<file path="src/rtl/fp16_normalize_pack.sv">
// fp16_normalize_pack: return path of the block-exponent datapath.
// Takes a signed-magnitude sum at a shared block exponent and produces one
// IEEE fp16 result through an iterative normalise, an RNE round and a pack.
// One operation is in flight at a time, with valid/ready on both sides.
module fp16_normalize_pack #(
  parameter int unsigned W = 16
) (
  input  logic         clk,
  input  logic         rst_n,
  input  logic         in_valid,
  output logic         in_ready,
  input  logic         in_sign,
  input  logic [4:0]   in_exp,
  input  logic [W-1:0] in_mag,
  output logic         out_valid,
  input  logic         out_ready,
  output logic [15:0]  out_data,
  output logic         out_ovf
);

  localparam int unsigned EW   = 7;   // working exponent, wide enough for W-11 right shifts past 31
  localparam int unsigned RW   = 12;  // hidden bit + fraction + carry out of the round increment
  localparam int unsigned EMAX = 31;  // first exponent value that encodes as infinity

  typedef enum logic [1:0] {
    S_IDLE  = 2'd0,
    S_NORM  = 2'd1,
    S_ROUND = 2'd2,
    S_DONE  = 2'd3
  } state_t;

  state_t         r_state;
  logic           r_sign;
  logic [W-1:0]   r_m;
  logic           r_g;
  logic           r_s;
  logic [EW-1:0]  r_e;
  logic           r_out_valid;
  logic [15:0]    r_out_data;
  logic           r_out_ovf;

  state_t         w_state_nxt;
  logic           w_sign_nxt;
  logic [W-1:0]   w_m_nxt;
  logic           w_g_nxt;
  logic           w_s_nxt;
  logic [EW-1:0]  w_e_nxt;
  logic           w_out_valid_nxt;
  logic [15:0]    w_out_data_nxt;
  logic           w_out_ovf_nxt;

  logic           w_inc;
  logic [RW-1:0]  w_r;
  logic [9:0]     w_frac;
  logic [EW-1:0]  w_ef;

  assign in_ready  = (r_state == S_IDLE);
  assign out_valid = r_out_valid;
  assign out_data  = r_out_data;
  assign out_ovf   = r_out_ovf;

  // State and datapath registers; reset drops any operation in progress.
  always_ff @(posedge clk or negedge rst_n) begin
    if (!rst_n) begin
      r_state     <= S_IDLE;
      r_sign      <= 1'b0;
      r_m         <= '0;
      r_g         <= 1'b0;
      r_s         <= 1'b0;
      r_e         <= '0;
      r_out_valid <= 1'b0;
      r_out_data  <= 16'h0000;
      r_out_ovf   <= 1'b0;
    end else begin
      r_state     <= w_state_nxt;
      r_sign      <= w_sign_nxt;
      r_m         <= w_m_nxt;
      r_g         <= w_g_nxt;
      r_s         <= w_s_nxt;
      r_e         <= w_e_nxt;
      r_out_valid <= w_out_valid_nxt;
      r_out_data  <= w_out_data_nxt;
      r_out_ovf   <= w_out_ovf_nxt;
    end
  end

  // Next-state and datapath: one normalise step per cycle, then round and pack.
  always_comb begin
    w_state_nxt     = r_state;
    w_sign_nxt      = r_sign;
    w_m_nxt         = r_m;
    w_g_nxt         = r_g;
    w_s_nxt         = r_s;
    w_e_nxt         = r_e;
    w_out_valid_nxt = r_out_valid;
    w_out_data_nxt  = r_out_data;
    w_out_ovf_nxt   = r_out_ovf;

    // Round-to-nearest-even on the 11-bit significand using guard and sticky.
    w_inc  = r_g & (r_s | r_m[0]);
    w_r    = {1'b0, r_m[10:0]} + RW'(w_inc);
    w_frac = 10'h000;
    w_ef   = '0;

    unique case (r_state)
      S_IDLE: begin
        w_out_valid_nxt = 1'b0;
        if (in_valid) begin
          w_sign_nxt = in_sign;
          w_m_nxt    = in_mag;
          w_g_nxt    = 1'b0;
          w_s_nxt    = 1'b0;
          w_e_nxt    = (in_exp == 5'd0) ? EW'(1) : EW'(in_exp);
          if (in_mag == '0) begin
            // Exact zero always packs as +0.
            w_out_data_nxt = 16'h0000;
            w_out_ovf_nxt  = 1'b0;
            w_state_nxt    = S_DONE;
          end else begin
            w_state_nxt = S_NORM;
          end
        end
      end

      S_NORM: begin
        if (|r_m[W-1:11]) begin
          w_m_nxt = r_m >> 1;
          w_g_nxt = r_m[0];
          w_s_nxt = r_s | r_g;
          w_e_nxt = r_e + EW'(1);
        end else if (!r_m[10] && (r_e > EW'(1))) begin
          w_m_nxt = r_m << 1;
          w_e_nxt = r_e - EW'(1);
        end else begin
          w_state_nxt = S_ROUND;
        end
      end

      S_ROUND: begin
        if (w_r[11]) begin
          w_frac = 10'h000;
          w_ef   = r_e + EW'(1);
        end else begin
          // A subnormal that rounds up to 0x400 lands on exponent field 1 here.
          w_frac = w_r[9:0];
          w_ef   = w_r[10] ? r_e : EW'(0);
        end
        if (w_ef >= EW'(EMAX)) begin
          w_out_data_nxt = {r_sign, 5'h1F, 10'h000};
          w_out_ovf_nxt  = 1'b1;
        end else begin
          w_out_data_nxt = {r_sign, w_ef[4:0], w_frac};
          w_out_ovf_nxt  = 1'b0;
        end
        w_out_valid_nxt = 1'b1;
        w_state_nxt     = S_DONE;
      end

      S_DONE: begin
        // Entry from the zero path arrives with valid still low; raise it here.
        if (r_out_valid && out_ready) begin
          w_out_valid_nxt = 1'b0;
          w_state_nxt     = S_IDLE;
        end else begin
          w_out_valid_nxt = 1'b1;
        end
      end

      default: begin
        w_out_valid_nxt = 1'b0;
        w_state_nxt     = S_IDLE;
      end
    endcase
  end

endmodule

</file>
<file path="config.mk">
export PLATFORM = sky130hd
export DESIGN_NAME = fp16_normalize_pack
export DESIGN_NICKNAME = d
export VERILOG_FILES = /design/src/rtl/fp16_normalize_pack.sv
export SDC_FILE = /design/constraint.sdc
export NUM_CORES = 1
export LEC_CHECK = 0
export ABC_AREA = 1
export BUFFER_PORTS_ARGS = -buffer_cell sky130_fd_sc_hd__buf_2
export CAP_MARGIN = 10
export CORE_MARGIN = 3
export CORE_UTILIZATION = 30
export CTS_CLUSTER_DIAMETER = 200
export DETAILED_ROUTE_END_ITERATION = 8
export GPL_ROUTABILITY_DRIVEN = 0
export PLACE_DENSITY = 0.48
export SYNTH_ARGS = -nofsm -noshare
export SYNTH_HDL_FRONTEND = slang
export SYNTH_SLANG_ARGS = --single-unit
</file>
<file path="constraint.sdc">
create_clock -name clk -period 5.4 [get_ports clk]
set_input_delay 0 -clock clk [delete_from_list [all_inputs] [get_ports clk]]
set_output_delay 0 -clock clk [all_outputs]
set_load 0.01 [all_outputs]
</file>
* Word-level counts from Yosys, hierarchy flattened
Index checks and enable logic that the tools add are counted.
Word-level totals: register bits 46
Cells by class: bitwise operators 3, add/sub/neg operators 3, reductions and logical operators 15, order comparisons 2, muxes and demuxes 34, equality and inequality tests 10
Operators by type and width (count):
- 2-to-1 mux 16 bit | 5
- one-hot mux 16 bit (2 select lines) | 2
- 2-to-1 mux 7 bit | 6
- logical NOT 16 bit | 1
- 2-to-1 mux 15 bit | 1
- one-hot mux 7 bit (2 select lines) | 1
- adder 11 x 1 -> 12 bit | 1
- 2-to-1 mux 10 bit | 1
- 2-to-1 mux 2 bit | 5
- inequality test 2 bit, second input constant | 5
- AND reduction 3 bit | 3
- one-hot mux 2 bit (4 select lines) | 1
- adder 7 x 1 -> 7 bit, second input constant | 1
- >= comparator 7 x 5 -> 1 bit, second input constant | 1
- > comparator 7 x 1 -> 1 bit, second input constant | 1
- 2-to-1 mux 1 bit | 7
- subtractor 7 x 1 -> 7 bit, second input constant | 1
- one-hot mux 1 bit (2 select lines) | 3
- logical NOT 5 bit | 1
- 2-to-1 mux 5 bit | 1
- OR reduction 5 bit | 1
- equality test 2 bit, second input constant | 2
- AND reduction 4 bit | 1
- nonzero test 2 bit | 2
- 11 further kinds | 13

* Depth between registers and ports, before layout
depth after elaboration 9, mapped depth 15, depth with buffers taken out 15

* Worst setup path before layout
Ideal clock, no wire load.
kind register -> register, start register r_m[0], end register r_out_data[3] (netlist: out_data[3]), slack 3468 ps, data arrival time 1815 ps, cell stages (with the launch flop) 16, required time 5283 ps, library setup time 117 ps, path through dfrtp_1 o21a_1 ha_1 ha_1 nand3_2 nor2_2 nand2_1 nand2_1 nand2_2 nand3_1 nand2_1 nand2_1 nor2_4 nand2_4 nand3_1 nand2_1
Between the ends: longest elaborated chain between the ends 9, elaborated cells on any way between the ends 10
RTL lines:
- start, declared | line 34 | logic [W-1:0] r_m;
- start signal, assigned | line 77 | r_m <= w_m_nxt;
- bitwise OR 1 bit | line 100 | w_inc = r_g & (r_s | r_m[0]);
- bitwise AND 1 bit | line 100
- adder 11 x 1 -> 12 bit * | line 101 | w_r = {1'b0, r_m[10:0]} + RW'(w_inc);
- 2-to-1 mux 7 bit | line 146 | w_ef = w_r[10] ? r_e : EW'(0);
- 2-to-1 mux 7 bit | line 140 | if (w_r[11]) begin
- 2-to-1 mux 7 bit | line 105 | unique case (r_state)
- >= comparator 7 x 5 -> 1 bit | line 148 | if (w_ef >= EW'(EMAX)) begin
- 2-to-1 mux 15 bit * | line 148
- one-hot mux 16 bit (2 select lines) * | line 105
- end signal, assigned | line 82 | r_out_data <= w_out_data_nxt;
- end, declared | line 39 | logic [15:0] r_out_data;
Mark *: on every way between the ends. The rest lies on a longest branch, timed or not. The select of a mux whose other input is x is not followed. A chain may end at the register's enable or synchronous reset.

* Final worst setup path
start register r_state[1], end register r_m[12]
Between the ends: longest elaborated chain between the ends 3, elaborated cells on any way between the ends 7
RTL lines:
- start, declared | line 32 | state_t r_state;
- start signal, assigned | line 75 | r_state <= w_state_nxt;
- equality test 2 x 1 -> 1 bit or logical NOT 2 bit (tied branches) | line 105
- inequality test 3 bit (no source line) (tied with other cells)
- AND reduction 3 bit (no source line)
Parallel ways exist; a longest one is shown, timed or not.

==> summary.txt <==
Status
  – Status: finished clean

Logic synthesis
  – Cell taking the most area after synthesis: dfrtp_1
  – Syn Nets: 431
  – Post-synth EDFFs: 0
  – Area contributors post-synth: dfrtp_1, nand2_1, nand3_1
  – Cell count after synthesis: 395
  – Seq/Total Area, Yosys: 0.392
  – YS warnings: 0
  – Post-synth top flop: dfrtp_1
  – Share of flip-flops with an asynchronous set or reset: 1.00
  – Mapped cell area: between 2000 and 3000 µm²
  – Post-Syn Area per Cell: ~7.4 µm²
  – Most common cell in the netlist: nand2_1
  – Yosys top cell area share: 0.392
  – Cell variety after synth: 35
  – Flops & latches, synth: 46
  – Synth cell count leaders: nand2_1, dfrtp_1, inv_1, nor2_1, nand3_1

Global route
  – Largest net degree at the start of global routing: 47
  – GRT Util Overall: 0.142
  – Initial antenna violation count: 0
  – Vias in the first global route: approximately 2500
  – First-pass GRT wire length: 12700 µm
  – GRT overflow: 0

Die
  – Num rows: 35
  – Die height: roughly 100 µm
  – Die X-Extent: 105 µm
  – Die area: 11000 µm²
  – Starting Density: 0.313
  – I/O pin total: 45
  – Core ar.: 9370 µm²

STA
  – RSZ-0062 raised after global routing: no
  – Slew at the pin closest to its max-slew limit: a little over 1 ns
  – Fmax: roughly 330 MHz
  – Final Max Slew Viols: 0
  – Period utilization: 0.558
  – Final hold violation count: 0
  – Fin Clk Skew: 0.00658 ns
  – Worst hold slack: 0.0167 ns
  – Fin crit period: between 3 and 4 ns
  – Final setup margin: roughly 2.4 ns
  – TNS Setup: 0 ns
  – # setup viols final: 0
  – Relative slew margins: 0.309

Placed design
  – DP HPWL: 5900 µm
  – Port Buffer Count: 44
  – Setup WS pre-CTS: between 2 and 2.5 ns

Drt
  – Drt first pass iters: 4
  – Via density: 4.73
  – Detailed Route Iter0 Violations: between 150 and 200
  – Residual DRC: 0
  – DR WL/cell: 13.5 µm
  – Via Count: 2689
  – Antenna-violating nets left: 0
  – Post-Route WL: 7690 µm

Setup path
  – Worst Path Arrival: 3.17 ns
  – Worst R2R Path Depth: 9
  – Critical path launch point type: flip-flop
  – R2r startpoint: r_state[1]$_DFFE_PN0P_
  – Setup crit end kind: flip-flop
  – Critical path class: reg -> reg
  – Crit path required time: 5.56 ns
  – Capturing point of the worst reg2reg path: r_m[12]$_DFFE_PN0P_
  – Critical path fanouts, max: 46
  – Flop2flop setup slack: approximately 2.4 ns

Clocking
  – Cts bufs inserted: 5
  – Root Buffer: clkbuf_8
  – H-tree Lvls: 2
  – CTS tree: built
  – Clk buf depth: 2
  – Sink Count: 46
  – Clk_lat worst skew: 0.30 ns
  – Clock Pin Slew Worst Setup and Hold Paths: 0.09 ns

Power and ir drop
  – P_sw: about 890 µW
  – P_int: 908 µW
  – Clock power share: 0.120
  – Power Dens Cells: around 530 nW/µm²
  – Logic pwr share: 0.539
  – Flop pwr share: 0.341
  – VDD IR-drop max: roughly 250 µV
  – Sw Ratio: 0.495
  – Leakage: 1.71 nW

Flow run
  – Max Cap Viol: 0

Cells and area
  – Antenna cell count: 0
  – Storage cell area: ~1200 µm²
  – Area of the multi-input gates: 1570 µm²
  – Nets: 477
  – Layout cells sized above 1: 0.180
  – Area delta synth->final: 16.1%
  – Post-layout util: 0.363
  – Fill cells: approximately 1000

Hold path
  – Hold crit path type: in -> reg
  – Hold Startpoint: in_mag[0]
  – Hold Path Stages: 3
  – Hold EP: r_m[0]$_DFFE_PN0P_
-- placed cells by master, fill, tap and decap left out --
| master | count |
|---|---|
| nor2_4 | 4 |
| xor2_1 | 6 |
| o21ai_1 | 17 |
| inv_2 | 10 |
| clkinv_1 | 1 |
| nor3_1 | 5 |
| o31ai_1 | 1 |
| nand2_2 | 7 |
| dlygate4sd3_1 | 7 |
| o221ai_1 | 9 |
| a22oi_1 | 7 |
| nand3_4 | 1 |
| a21oi_1 | 3 |
| dfrtp_1 | 46 |
| nor2_2 | 2 |
| xnor2_1 | 2 |
| nand3_2 | 1 |
| a31oi_1 | 3 |
| buf_2 | 44 |
| nand2_4 | 2 |
| clkbuf_8 | 6 |
| o21bai_2 | 1 |
| nand3_1 | 28 |
| o21ai_0 | 26 |
| nand4_1 | 8 |
| nor2_1 | 29 |
| ha_1 | 10 |
| nand2_1 | 116 |
| or2_2 | 1 |
| nand3b_1 | 1 |
| nor4_1 | 1 |
| inv_1 | 29 |
| o211ai_1 | 5 |
| o21a_1 | 1 |
-- power by group through the flow --
stage | logic (mW) | registers [mW] | clock network, mW
3_3_place_gp | 0.962 | 0.616 | 0
4_1_cts | 0.973 | 0.612 | 0.229
3_5_place_dp | 0.965 | 0.619 | 0
2_1_floorplan | 0.725 | 0.603 | 0
5_1_grt | 1.11 | 0.637 | 0.239
6_report | 0.968 | 0.614 | 0.216
-- worst max path at each step --
stage / from / slack (ns) / cells past startpoint / to
detailed placement: r_state[1]$_DFFE_PN0P_ / 2.41 / 9 / r_m[12]$_DFFE_PN0P_
finish: r_state[1]$_DFFE_PN0P_ / 2.39 / 9 / r_m[12]$_DFFE_PN0P_
CTS: r_state[1]$_DFFE_PN0P_ / 2.39 / 9 / r_m[12]$_DFFE_PN0P_
floorplan: r_m[0]$_DFFE_PN0P_ / 3.47 / 15 / out_data[3]$_DFFE_PN0P_
global placement: r_state[1]$_DFFE_PN0P_ / 2.50 / 9 / r_m[14]$_DFFE_PN0P_
global route: r_state[1]$_DFFE_PN0P_ / 2.01 / 9 / r_m[14]$_DFFE_PN0P_
-- cell families after synthesis --
| group | Yosys count | share of synthesized area |
|---|---|---|
| buffers and inverters | 52 | 0.0721 |
| DFF | 46 | 0.392 |
| AOI/OAI and AO/OA | 73 | 0.151 |
| and+or+nand+nor | 206 | 0.317 |
| xor gates and xnor gates | 8 | 0.0239 |
| adders and majority gates | 10 | 0.0427 |
-- routing by layer --
| layer | routed length (µm) | share of wire | global-route usage |
|---|---|---|---|
| met5 | 0 | 0 | 0 |
| met2 | 3270 | 0.43 | 0.209 |
| met1 | 3990 | 0.52 | 0.214 |
| met3 | 353 | 0.046 | 0.0259 |
| met4 | 69 | 0.0090 | 0.0366 |
-- per-stage QoR --
| step | area (µm²) | std cells | total power, mW |
|---|---|---|---|
| 2_1_floorplan | 2930 | 395 | 1.33 |
| 3_3_place_gp | 3250 | 556 | 1.58 |
| 3_5_place_dp | 3250 | 556 | 1.58 |
| 4_1_cts | 3410 | 569 | 1.81 |
| 5_1_grt | 3410 | 569 | 1.98 |
| 6_report | 3410 | 569 | 1.80 |
-- critical path: stages, from the launching register on --
cell      delay, ns
dfrtp_1        0.42
inv_1          0.11
ha_1           0.69
inv_2          0.32
nor2_4         0.28
inv_2          0.13
nand2_2        0.12
nand2_2        0.43
o211ai_1       0.25
o21ai_1        0.09
-- cell type report --
cell class / count / area share
clock buffer: 6 / 0.0242
multi-input combinational: 297 / 0.461
sequential: 46 / 0.338
inverter: 40 / 0.0441
tap: 129 / 0.0474
timing repair buffer: 51 / 0.0852
-- registers in the layout, summed over array words and instances (netlist names) --
| name | flops |
|---|---|
| r_state | 2 |
| r_sign | 1 |
| r_e | 7 |
| r_g | 1 |
| r_s | 1 |
| out_ovf | 1 |
| out_valid | 1 |
| r_m | 16 |
| out_data | 16 |
-- what timing repair did --
action	in CTS	in global routing
setup buffers	0	0
gates resized for setup	0	0
hold buffers	7	0
hold endpoints to repair	52	0
Note: power is estimated with default switching activity, not from simulation.
